File: config.mk
export PLATFORM = sky130hd
export DESIGN_NAME = data_table_delete_v2_flat
export DESIGN_NICKNAME = d
export VERILOG_FILES = /design/src/rtl/data_table_delete_v2_pkg.sv /design/src/rtl/data_table_delete_v2_if.sv /design/src/rtl/data_table_delete_v2_rd_data_val_helper.sv /design/src/rtl/data_table_delete_v2.sv /design/src/flat_wrapper.sv
export SDC_FILE = /design/constraint.sdc
export NUM_CORES = 1
export LEC_CHECK = 0
export CAP_MARGIN = 15
export CELL_PAD_IN_SITES_DETAIL_PLACEMENT = 0
export CELL_PAD_IN_SITES_GLOBAL_PLACEMENT = 2
export CORE_UTILIZATION = 27
export DETAILED_ROUTE_END_ITERATION = 16
export PLACE_DENSITY_LB_ADDON = 0.1
export RECOVER_POWER = 25
export REMOVE_ABC_BUFFERS = 1
export SLEW_MARGIN = 25
export SYNTH_ARGS = -nofsm -noshare
export SYNTH_HDL_FRONTEND = slang
export SYNTH_HIERARCHICAL = 1
export SYNTH_SLANG_ARGS = --single-unit
export TNS_END_PERCENT = 50
File: constraint.sdc
create_clock -name clk_i -period 6 [get_ports clk_i]
set_input_delay 0.9 -clock clk_i [delete_from_list [all_inputs] [get_ports clk_i]]
set_output_delay 0.9 -clock clk_i [all_outputs]
set_load 0.05 [all_outputs]
File: src/rtl/data_table_delete_v2_pkg.sv
// data_table_delete_v2_pkg: hash-table types shared by the delete engine and its neighbours
package data_table_delete_v2_pkg;
    localparam int TABLE_ADDR_WIDTH = 8;
    localparam int KEY_WIDTH = 16;
    localparam int VALUE_WIDTH = 16;
    localparam int BUCKET_WIDTH = 8;

    typedef struct packed {
        logic [KEY_WIDTH-1:0] key;
        logic [VALUE_WIDTH-1:0] value;
    } ht_command_t;

    typedef struct packed {
        logic [KEY_WIDTH-1:0] key;
        logic [VALUE_WIDTH-1:0] value;
        logic [TABLE_ADDR_WIDTH-1:0] next_ptr;
        logic next_ptr_val;
    } ram_data_t;

    typedef struct packed {
        ht_command_t cmd;
        logic [BUCKET_WIDTH-1:0] bucket;
        logic [TABLE_ADDR_WIDTH-1:0] head_ptr;
        logic head_ptr_val;
    } ht_pdata_t;

    typedef enum logic [1:0] {
        DELETE_SUCCESS,
        DELETE_NOT_SUCCESS_NO_ENTRY,
        DELETE_NOT_SUCCESS_CHAIN_ERR
    } ht_rescode_t;

    typedef struct packed {
        ht_command_t cmd;
        ht_rescode_t rescode;
        logic [BUCKET_WIDTH-1:0] bucket;
        logic [VALUE_WIDTH-1:0] found_value;
    } ht_result_t;

    function automatic logic key_match(input ram_data_t rd, input ht_command_t c, input logic mv);
        return (rd.key == c.key) && (!mv || rd.value == c.value);
    endfunction
endpackage

File: src/rtl/data_table_delete_v2_if.sv
// data_table_delete_v2_if: bucket head-table write port
interface data_table_delete_v2_if
    import data_table_delete_v2_pkg::*;
#(
    parameter int A_WIDTH = TABLE_ADDR_WIDTH
);
    logic [BUCKET_WIDTH-1:0] wr_addr;
    logic [A_WIDTH-1:0] wr_data_ptr;
    logic wr_data_ptr_val;
    logic wr_en;

    modport master (output wr_addr, wr_data_ptr, wr_data_ptr_val, wr_en);
    modport slave (input wr_addr, wr_data_ptr, wr_data_ptr_val, wr_en);
endinterface

File: src/rtl/data_table_delete_v2_rd_data_val_helper.sv
// data_table_delete_v2_rd_data_val_helper: delays the read strobe by the RAM read latency
module data_table_delete_v2_rd_data_val_helper #(
    parameter int RAM_LATENCY = 2
) (
    input  logic clk_i,
    input  logic rst_i,
    input  logic rd_en_i,
    output logic rd_data_val_o
);
    logic [RAM_LATENCY-1:0] sr;

    generate
        if (RAM_LATENCY == 1) begin : g_one
            always_ff @(posedge clk_i or posedge rst_i)
                if (rst_i) sr <= '0;
                else sr <= rd_en_i;
        end else begin : g_many
            always_ff @(posedge clk_i or posedge rst_i)
                if (rst_i) sr <= '0;
                else sr <= {sr[RAM_LATENCY-2:0], rd_en_i};
        end
    endgenerate

    assign rd_data_val_o = sr[RAM_LATENCY-1];
endmodule

File: src/rtl/data_table_delete_v2.sv
// data_table_delete_v2: walks a bucket chain, unlinks and clears the matching node, frees its address
module data_table_delete_v2
    import data_table_delete_v2_pkg::*;
#(
    parameter int RAM_LATENCY = 2,
    parameter int A_WIDTH = TABLE_ADDR_WIDTH,
    parameter bit MATCH_VALUE = 1'b0,
    parameter int MAX_CHAIN = 2 ** A_WIDTH
) (
    input  logic clk_i,
    input  logic rst_i,
    input  ht_pdata_t task_i,
    input  logic task_valid_i,
    output logic task_ready_o,
    input  ram_data_t rd_data_i,
    output logic [A_WIDTH-1:0] rd_addr_o,
    output logic rd_en_o,
    output logic [A_WIDTH-1:0] wr_addr_o,
    output ram_data_t wr_data_o,
    output logic wr_en_o,
    output logic [A_WIDTH-1:0] add_empty_ptr_o,
    output logic add_empty_ptr_en_o,
    data_table_delete_v2_if.master head_table_if,
    output ht_result_t result_o,
    output logic result_valid_o,
    input  logic result_ready_i
);
    localparam int CW = $clog2(MAX_CHAIN + 1);

    localparam logic [2:0] IDLE_S        = 3'd0;
    localparam logic [2:0] READ_S        = 3'd1;
    localparam logic [2:0] UNLINK_HEAD_S = 3'd2;
    localparam logic [2:0] UNLINK_PREV_S = 3'd3;
    localparam logic [2:0] CLEAR_S       = 3'd4;
    localparam logic [2:0] NO_ENTRY_S    = 3'd5;
    localparam logic [2:0] CHAIN_ERR_S   = 3'd6;
    localparam logic [2:0] REPORT_S      = 3'd7;

    logic [2:0] state;
    ht_command_t cmd;
    logic [BUCKET_WIDTH-1:0] bucket;
    logic [A_WIDTH-1:0] cur_addr;
    logic [A_WIDTH-1:0] prev_addr;
    ht_command_t prev_kv;
    logic [TABLE_ADDR_WIDTH-1:0] cur_next_ptr;
    logic cur_next_val;
    logic is_head;
    logic issued;
    logic [CW-1:0] cnt;
    logic rd_val;
    logic hit;

    data_table_delete_v2_rd_data_val_helper #(
        .RAM_LATENCY(RAM_LATENCY)
    ) u_rd_val (
        .clk_i(clk_i),
        .rst_i(rst_i),
        .rd_en_i(rd_en_o),
        .rd_data_val_o(rd_val)
    );

    assign hit = key_match(rd_data_i, cmd, MATCH_VALUE);

    // prev_kv keeps everything of the previous word except its link, which an unlink replaces
    always_ff @(posedge clk_i or posedge rst_i)
        if (rst_i) begin
            state <= IDLE_S;
            cmd <= '0;
            bucket <= '0;
            cur_addr <= '0;
            prev_addr <= '0;
            prev_kv <= '0;
            cur_next_ptr <= '0;
            cur_next_val <= 1'b0;
            is_head <= 1'b0;
            issued <= 1'b0;
            cnt <= '0;
        end else begin
            case (state)
                IDLE_S: if (task_valid_i) begin
                    cmd <= task_i.cmd;
                    bucket <= task_i.bucket;
                    cur_addr <= A_WIDTH'(task_i.head_ptr);
                    is_head <= 1'b1;
                    issued <= 1'b0;
                    cnt <= '0;
                    state <= task_i.head_ptr_val ? READ_S : NO_ENTRY_S;
                end
                READ_S: begin
                    issued <= 1'b1;
                    if (rd_val) begin
                        cur_next_ptr <= rd_data_i.next_ptr;
                        cur_next_val <= rd_data_i.next_ptr_val;
                        if (hit) state <= is_head ? UNLINK_HEAD_S : UNLINK_PREV_S;
                        else if (!rd_data_i.next_ptr_val) state <= NO_ENTRY_S;
                        else if (cnt + CW'(1) == CW'(MAX_CHAIN)) state <= CHAIN_ERR_S;
                        else begin
                            prev_addr <= cur_addr;
                            prev_kv <= '{key: rd_data_i.key, value: rd_data_i.value};
                            cur_addr <= A_WIDTH'(rd_data_i.next_ptr);
                            is_head <= 1'b0;
                            cnt <= cnt + CW'(1);
                            issued <= 1'b0;
                        end
                    end
                end
                UNLINK_HEAD_S, UNLINK_PREV_S: state <= CLEAR_S;
                CLEAR_S: state <= REPORT_S;
                default: if (result_ready_i) state <= IDLE_S;
            endcase
        end

    assign task_ready_o = state == IDLE_S;
    assign rd_en_o = state == READ_S && !issued;
    assign rd_addr_o = cur_addr;

    assign wr_en_o = state == UNLINK_PREV_S || state == CLEAR_S;
    assign wr_addr_o = state == UNLINK_PREV_S ? prev_addr : cur_addr;
    assign wr_data_o = state == UNLINK_PREV_S
        ? '{key: prev_kv.key, value: prev_kv.value, next_ptr: cur_next_ptr, next_ptr_val: cur_next_val}
        : '0;

    assign add_empty_ptr_en_o = state == CLEAR_S;
    assign add_empty_ptr_o = cur_addr;

    assign head_table_if.wr_en = state == UNLINK_HEAD_S;
    assign head_table_if.wr_addr = bucket;
    assign head_table_if.wr_data_ptr = A_WIDTH'(cur_next_ptr);
    assign head_table_if.wr_data_ptr_val = cur_next_val;

    assign result_valid_o = state == REPORT_S || state == NO_ENTRY_S || state == CHAIN_ERR_S;
    assign result_o = '{
        cmd: cmd,
        rescode: state == NO_ENTRY_S ? DELETE_NOT_SUCCESS_NO_ENTRY
               : state == CHAIN_ERR_S ? DELETE_NOT_SUCCESS_CHAIN_ERR : DELETE_SUCCESS,
        bucket: bucket,
        found_value: '0
    };
endmodule

File: src/flat_wrapper.sv
// flat-port wrapper written by rule: the top's interface ports become plain ports
module data_table_delete_v2_flat import data_table_delete_v2_pkg::*;
#(
    parameter int RAM_LATENCY = 2,
    parameter int A_WIDTH = TABLE_ADDR_WIDTH,
    parameter bit MATCH_VALUE = 1'b0,
    parameter int MAX_CHAIN = 2 ** A_WIDTH
)
  (clk_i, rst_i, task_i, task_valid_i, task_ready_o, rd_data_i, rd_addr_o, rd_en_o, wr_addr_o, wr_data_o, wr_en_o, add_empty_ptr_o, add_empty_ptr_en_o, result_o, result_valid_o, result_ready_i, head_table_if_wr_addr, head_table_if_wr_data_ptr, head_table_if_wr_data_ptr_val, head_table_if_wr_en);
  data_table_delete_v2_if #(.A_WIDTH(A_WIDTH)) head_table_if_i ();
  input  logic clk_i;
  input  logic rst_i;
  input  ht_pdata_t task_i;
  input  logic task_valid_i;
  output logic task_ready_o;
  input  ram_data_t rd_data_i;
  output logic [A_WIDTH-1:0] rd_addr_o;
  output logic rd_en_o;
  output logic [A_WIDTH-1:0] wr_addr_o;
  output ram_data_t wr_data_o;
  output logic wr_en_o;
  output logic [A_WIDTH-1:0] add_empty_ptr_o;
  output logic add_empty_ptr_en_o;
  output ht_result_t result_o;
  output logic result_valid_o;
  input  logic result_ready_i;
  output wire logic [$bits(head_table_if_i.wr_addr)-1:0] head_table_if_wr_addr;
  output wire logic [$bits(head_table_if_i.wr_data_ptr)-1:0] head_table_if_wr_data_ptr;
  output wire logic [$bits(head_table_if_i.wr_data_ptr_val)-1:0] head_table_if_wr_data_ptr_val;
  output wire logic [$bits(head_table_if_i.wr_en)-1:0] head_table_if_wr_en;
  assign head_table_if_wr_addr = head_table_if_i.wr_addr;
  assign head_table_if_wr_data_ptr = head_table_if_i.wr_data_ptr;
  assign head_table_if_wr_data_ptr_val = head_table_if_i.wr_data_ptr_val;
  assign head_table_if_wr_en = head_table_if_i.wr_en;
  data_table_delete_v2 #(.RAM_LATENCY(RAM_LATENCY), .A_WIDTH(A_WIDTH), .MATCH_VALUE(MATCH_VALUE), .MAX_CHAIN(MAX_CHAIN)) u_core (.clk_i(clk_i), .rst_i(rst_i), .task_i(task_i), .task_valid_i(task_valid_i), .task_ready_o(task_ready_o), .rd_data_i(rd_data_i), .rd_addr_o(rd_addr_o), .rd_en_o(rd_en_o), .wr_addr_o(wr_addr_o), .wr_data_o(wr_data_o), .wr_en_o(wr_en_o), .add_empty_ptr_o(add_empty_ptr_o), .add_empty_ptr_en_o(add_empty_ptr_en_o), .head_table_if(head_table_if_i), .result_o(result_o), .result_valid_o(result_valid_o), .result_ready_i(result_ready_i));
endmodule
; ---- Word-level counts from Yosys, hierarchy flattened
; Index checks and enable logic that the tools add are counted.
[totals]
elab_cells = 84
ff_bits = 113
[classes]
reduce_logical = 15
eq_ne = 15
n_bitwise = 2
mux = 37
n_addsub = 1
[ops]
columns = op, n
row1 = 8-bit 2-to-1 mux, 6
row2 = 9-bit 2-to-1 mux, 5
row3 = 41-bit 2-to-1 mux, 1
row4 = 3-bit 2-to-1 mux, 7
row5 = 9-bit one-hot mux with 2 select lines, 1
row6 = 16-bit equality test, 1
row7 = 8-bit one-hot mux with 2 select lines, 1
row8 = "3-bit equality test, second input constant", 4
row9 = 3-bit one-hot mux with 4 select lines, 1
row10 = 1-bit 2-to-1 mux, 11
row11 = "2-bit inequality test, second input constant", 5
row12 = "9-bit by 1-bit adder with 9-bit output, second input constant", 1
row13 = "9-bit equality test, second input constant", 1
row14 = "3-bit by 2-bit equality test with 1-bit output, second input constant", 2
row15 = 2-bit AND reduction, 3
row16 = 6-bit AND reduction, 1
row17 = 5-bit AND reduction, 1
row18 = 5-bit nonzero test, 1
row19 = 2-bit 2-to-1 mux, 2
row20 = "4-bit by 2-bit inequality test with 1-bit output, second input constant", 1
row21 = 1-bit one-hot mux with 2 select lines, 2
row22 = 4-bit AND reduction, 1
row23 = "3-bit by 1-bit equality test with 1-bit output, second input constant", 1
row24 = 3-bit zero test, 1
row25 = 6 further kinds, 9

; ---- Logic depth before layout (Yosys ltp)
[depth]
word_depth = 7
mapped_depth = 8
ltp_nobuf = 7

; ---- By module
; The synthesis kept the hierarchy.
[by_module_without_submodules]
columns = module, seq_area_each_um2, cells_per_inst, area_each_um2, instances
row1 = data_table_delete_v2, 2777.7, 535, 5405.2, 1
row2 = data_table_delete_v2_rd_data_val_helper, 50.0, 3, 53.8, 1

; ---- Worst setup path after synthesis
; No wires, ideal clock.
[synth_path]
path_type = reg-to-output
startpoint = reg u_core.state[0]
endpoint = out wr_en_o
t_arrival_ns = 1.848
path_slack_ns = 3.252
path_buffers = 1
path_stages_with_launch = 5
cell_sequence = dfrtp_1 clkbuf_1 nand2b_1 nor2_1 or2_2
[synth_between]
elab_chain_len = 2
word_cells_on_any_way = 3
[synth_lines]
columns = item, line_no
row1 = "start, declared", data_table_delete_v2.sv:39  ; logic [2:0] state;
row2 = "start signal, assigned", data_table_delete_v2.sv:87  ; state <= task_i.head_ptr_val ? READ_S : NO_ENTRY_S;
row3 = "start signal, assigned", data_table_delete_v2.sv:94  ; if (hit) state <= is_head ? UNLINK_HEAD_S : UNLINK_PREV_S;
row4 = 3-bit equality test, -
row5 = net add_empty_ptr_en_o, flat_wrapper.sv:23  ; output logic add_empty_ptr_en_o;
row6 = 1-bit logical OR, data_table_delete_v2.sv:117  ; assign wr_en_o = state == UNLINK_PREV_S || state == CLEAR_S;
row7 = "end, declared", flat_wrapper.sv:21  ; output logic wr_en_o;
; The timed path passes the listed nets, and every way through them passes these cells.

; ---- Worst setup path after layout
[layout_path]
startpoint = reg u_core.state[1]
endpoint = out wr_addr_o[2]
[layout_between]
elab_chain_len = 2
[layout_lines]
columns = item, line_no
row1 = 3-bit by 2-bit equality test with 1-bit output, data_table_delete_v2.sv:118  ; assign wr_addr_o = state == UNLINK_PREV_S ? prev_addr : cur_addr;
row2 = 8-bit 2-to-1 mux, data_table_delete_v2.sv:118
row3 = "end, declared", flat_wrapper.sv:19  ; output logic [A_WIDTH-1:0] wr_addr_o;
; No other way between the ends.

==> flow_summary.toml <==
[outcome]
failing_checks = "max-capacitance violations, max-slew violations"
run_status = "complete, but fails checks"

[synth]
synth-edff-count = 0
mapped_cell_area_um2 = 5460
ys_seq_elements = 113
postSynthAreaPerCell_um2 = 10.1
netlist_instances = 538
ys_top_cells_by_area = "dfrtp_1 52%, mux2_2 13%, nand2_1 11%"
async_flop_share_pct = 100
yosysTopAreaCellShare_pct = 51.8
number_of_library_cell_types_mapped_by_synthesis = 41
synth_largest_area_cell = "dfrtp_1"
synth-main-ff-cell = "dfrtp_1"
synthesis.yosys.warnings = 6
seq_area_frac_synth_pct = 51.8

[power_and_ir_drop]
leakagePower_nw = 3.91
p_per_area_nw_per_um2 = 585
vdd_drop_max_mv = 0.267
design_power_total_w = 0.00491

[timing]
fin_tns_setup_ns = 0
worst_slew_margin_rel_pct = -145
worst_clock_skew_ns = 0.00706
finalSetupViolations = 0
final_count_of_hold_timing_violations = 0
slew_violations = 80
final.period_utilization_pct = 69.1
max_freq_mhz = 241
post-route-min-period_ns = 4.15
timing_worst_slew_pin_value_ns = 3.66
unrepaired_setup_endpoints_after_global_routing = "no"

[clocking]
worstSkewPairLatency_ns = 0.41
clkTransAtPathRegs_ns = 0.05
holdBufCountCts = 0
number_of_sinks_on_the_clock_net = 113
cts_htree_levels = 4
clock-root-buffer = "clkbuf_16"
ctsResizeCount = 0
postCtsSetupBuffers = 0
cts-buffers-inserted = 17
cts_tree = "built"
cts_max_path_buffers = 2

[routing]
wire_per_inst_um = 16.3
wl_mm = 16.6
drc = 0
vias = 4456
number_of_detailed_route_iterations_in_the_first_pass = 4
drtAntennaViolNets = 0
detailedRoute.firstIterationViolations = 137
via_per_inst = 4.38

[job]
cap_violations = 1

[placed_design]
port-buffer-count = 223
dp_hpwl_mm = 11.8
gp_congestion = 0.754

[floorplan]
die_h_um = 144
pin_count = 240
die_w_um = 144
rows = 51
design.die.area_um2 = 20800
initial_core_util_pct = 27.8
core_um2 = 19700

[global_routing]
number_of_global_route_vias_before_repair = 4650
grt_overflow_total = 0
global_route_wire_length_before_repair_mm = 25.8
grt_start_max_net_pins = 80
grt_antenna_before_repair = 0
grt_util_all_layers_pct = 16.7

[setup_path]
cp.arrival_ns = 3.25
cp-start-kind = "flop"
critPathMaxFanout = 33
worst_ep_required_time_ns = 5.10
worst-r2r-setup-slack_ns = 2.55
crit_path_end_kind = "primary output"
worst-setup-path-type = "flop to primary output"

[cells_and_area]
nNetsFinal = 834
final.fill_count = 1946
antenna_cells_inserted = 0
drive_above_1_share_pct = 14.5
flow.area_growth_from_synthesis_pct = 53.7

[hold_path]
timing.hold.worst.class = "flop to flop"
[power breakdown]
part           switching, W  total, W  internal, W
sequential         0.000242   0.00131      0.00107
combinational       0.00166   0.00253     0.000872
clock              0.000368   0.00107     0.000706
[state kept, by name, indices dropped and copies added, names as in the netlist]
register / flops
u_core/is_head: 1
u_core/result_o: 32
u_core/u_rd_val/sr: 2
u_core/add_empty_ptr_o: 8
u_core/issued: 1
u_core/prev_addr: 8
u_core/head_table_if.wr_data_ptr_val: 1
u_core/prev_kv: 32
u_core/head_table_if.wr_addr: 8
u_core/cnt: 9
u_core/state: 3
u_core/head_table_if.wr_data_ptr: 8
[cell usage in the layout, fill, tap and decap left out, drive strengths merged, types with 2 or more instances in the layout]
cell | Yosys | layout
a21oi | 3 | 3
and2 | 6 | 6
and3 | 43 | 43
buf | 38 | 6
bufinv | 0 | 4
clkbuf | 24 | 19
clkdlybuf4s50 | 0 | 222
clkinv | 0 | 6
clkinvlp | 0 | 3
conb | 1 | 16
dfrtp | 113 | 113
inv | 5 | 5
mux2 | 65 | 65
mux2i | 4 | 4
nand2 | 156 | 156
nand2b | 5 | 5
nand3 | 5 | 5
nand4 | 5 | 5
nor2 | 8 | 8
nor2b | 4 | 4
nor3 | 3 | 3
nor4 | 6 | 6
o211ai | 2 | 2
o21ai | 5 | 5
o2bb2ai | 2 | 2
o311ai | 2 | 2
o31a | 2 | 2
or2 | 2 | 2
or3 | 2 | 2
or4 | 2 | 2
xor2 | 16 | 16
[cells in the mapped netlist (2+ instances only)]
master     number
and2_1          5
nand4_1         5
nor2_1          8
a21oi_1         3
buf_4          36
nand3_1         5
o211ai_1        2
nor2b_1         4
and3_1         43
o2bb2ai_1       2
mux2i_1         4
inv_1           5
xor2_1         16
or3_1           2
buf_2           2
nor4_1          6
clkbuf_1       24
nand2_1       156
o311ai_0        2
nor3_1          3
o31a_1          2
o21ai_0         4
dfrtp_1       113
mux2_2         65
nand2b_1        5
[through the flow]
stage	setup slack, ns	util [%]	cells	instance area [um^2]	hold WS, ns
final	1.85	42.7	1017	8390	0.357
after global routing	1.64	42.7	1017	8390	0.377
after CTS	1.81	42.7	1017	8390	0.360
after detailed placement	2.14	39.5	985	7770	0.345
after global placement	2.20	39.5	985	7770	0.336
after floorplan	2.17	-	491	5140	0.331
[worst max-delay path: stages, from the launching register on]
cell             delay, ns
dfrtp_1               0.93
buf_4                 0.37
and2_1                0.42
mux2_2                0.40
clkdlybuf4s50_1       0.71
[layer usage]
metal / GRT usage [%] / up-vias / share of wire [%]
met5: 0 / - / 0
met4: 6.20 / 0 / 1.7
met3: 6.46 / 18 / 8.2
met2: 28.6 / 142 / 51
met1: 18.7 / 2142 / 39
li1: - / 2154 / -
[cell type report]
type | count | area [um^2] | share of cell area [%]
clock buffers | 19 | 443 | 5.28
repair buffers | 229 | 2280 | 27.1
multi-input cells | 373 | 2310 | 27.5
well taps | 265 | 332 | 3.95
flip-flops and latches | 113 | 2830 | 33.7
clock inverters | 13 | 185 | 2.21
inverters | 5 | 20.0 | 0.239
[logic make-up after synthesis]
family,count (synthesis),share of synthesized area (%)
buffers and inverters,67,7.13
XOR/XNOR,17,2.73
multiplexers,69,14.1
adder cells (fa/ha/maj),1,0.229
AND/OR/NAND/NOR,249,21.0
flip-flops,113,51.8
AO/OA/AOI/OAI,21,2.89
other,1,0.0687
[path summary, 6_finish.rpt]
kind / from / to / cells past startpoint
setup / recovery: u_core/state[1] / wr_addr_o[2] / 4
hold / removal: u_core/u_rd_val/sr[0] / u_core/u_rd_val/sr[1] / 0
setup reg to reg: u_core/state[1] / u_core/prev_kv[29] / 6
hold reg to reg: u_core/u_rd_val/sr[0] / u_core/u_rd_val/sr[1] / 0
max in group asynchronous: rst_i / u_core/add_empty_ptr_o[0] / 3
min in group asynchronous: rst_i / u_core/u_rd_val/sr[0] / 2
Note: power is estimated with default switching activity, not from simulation.
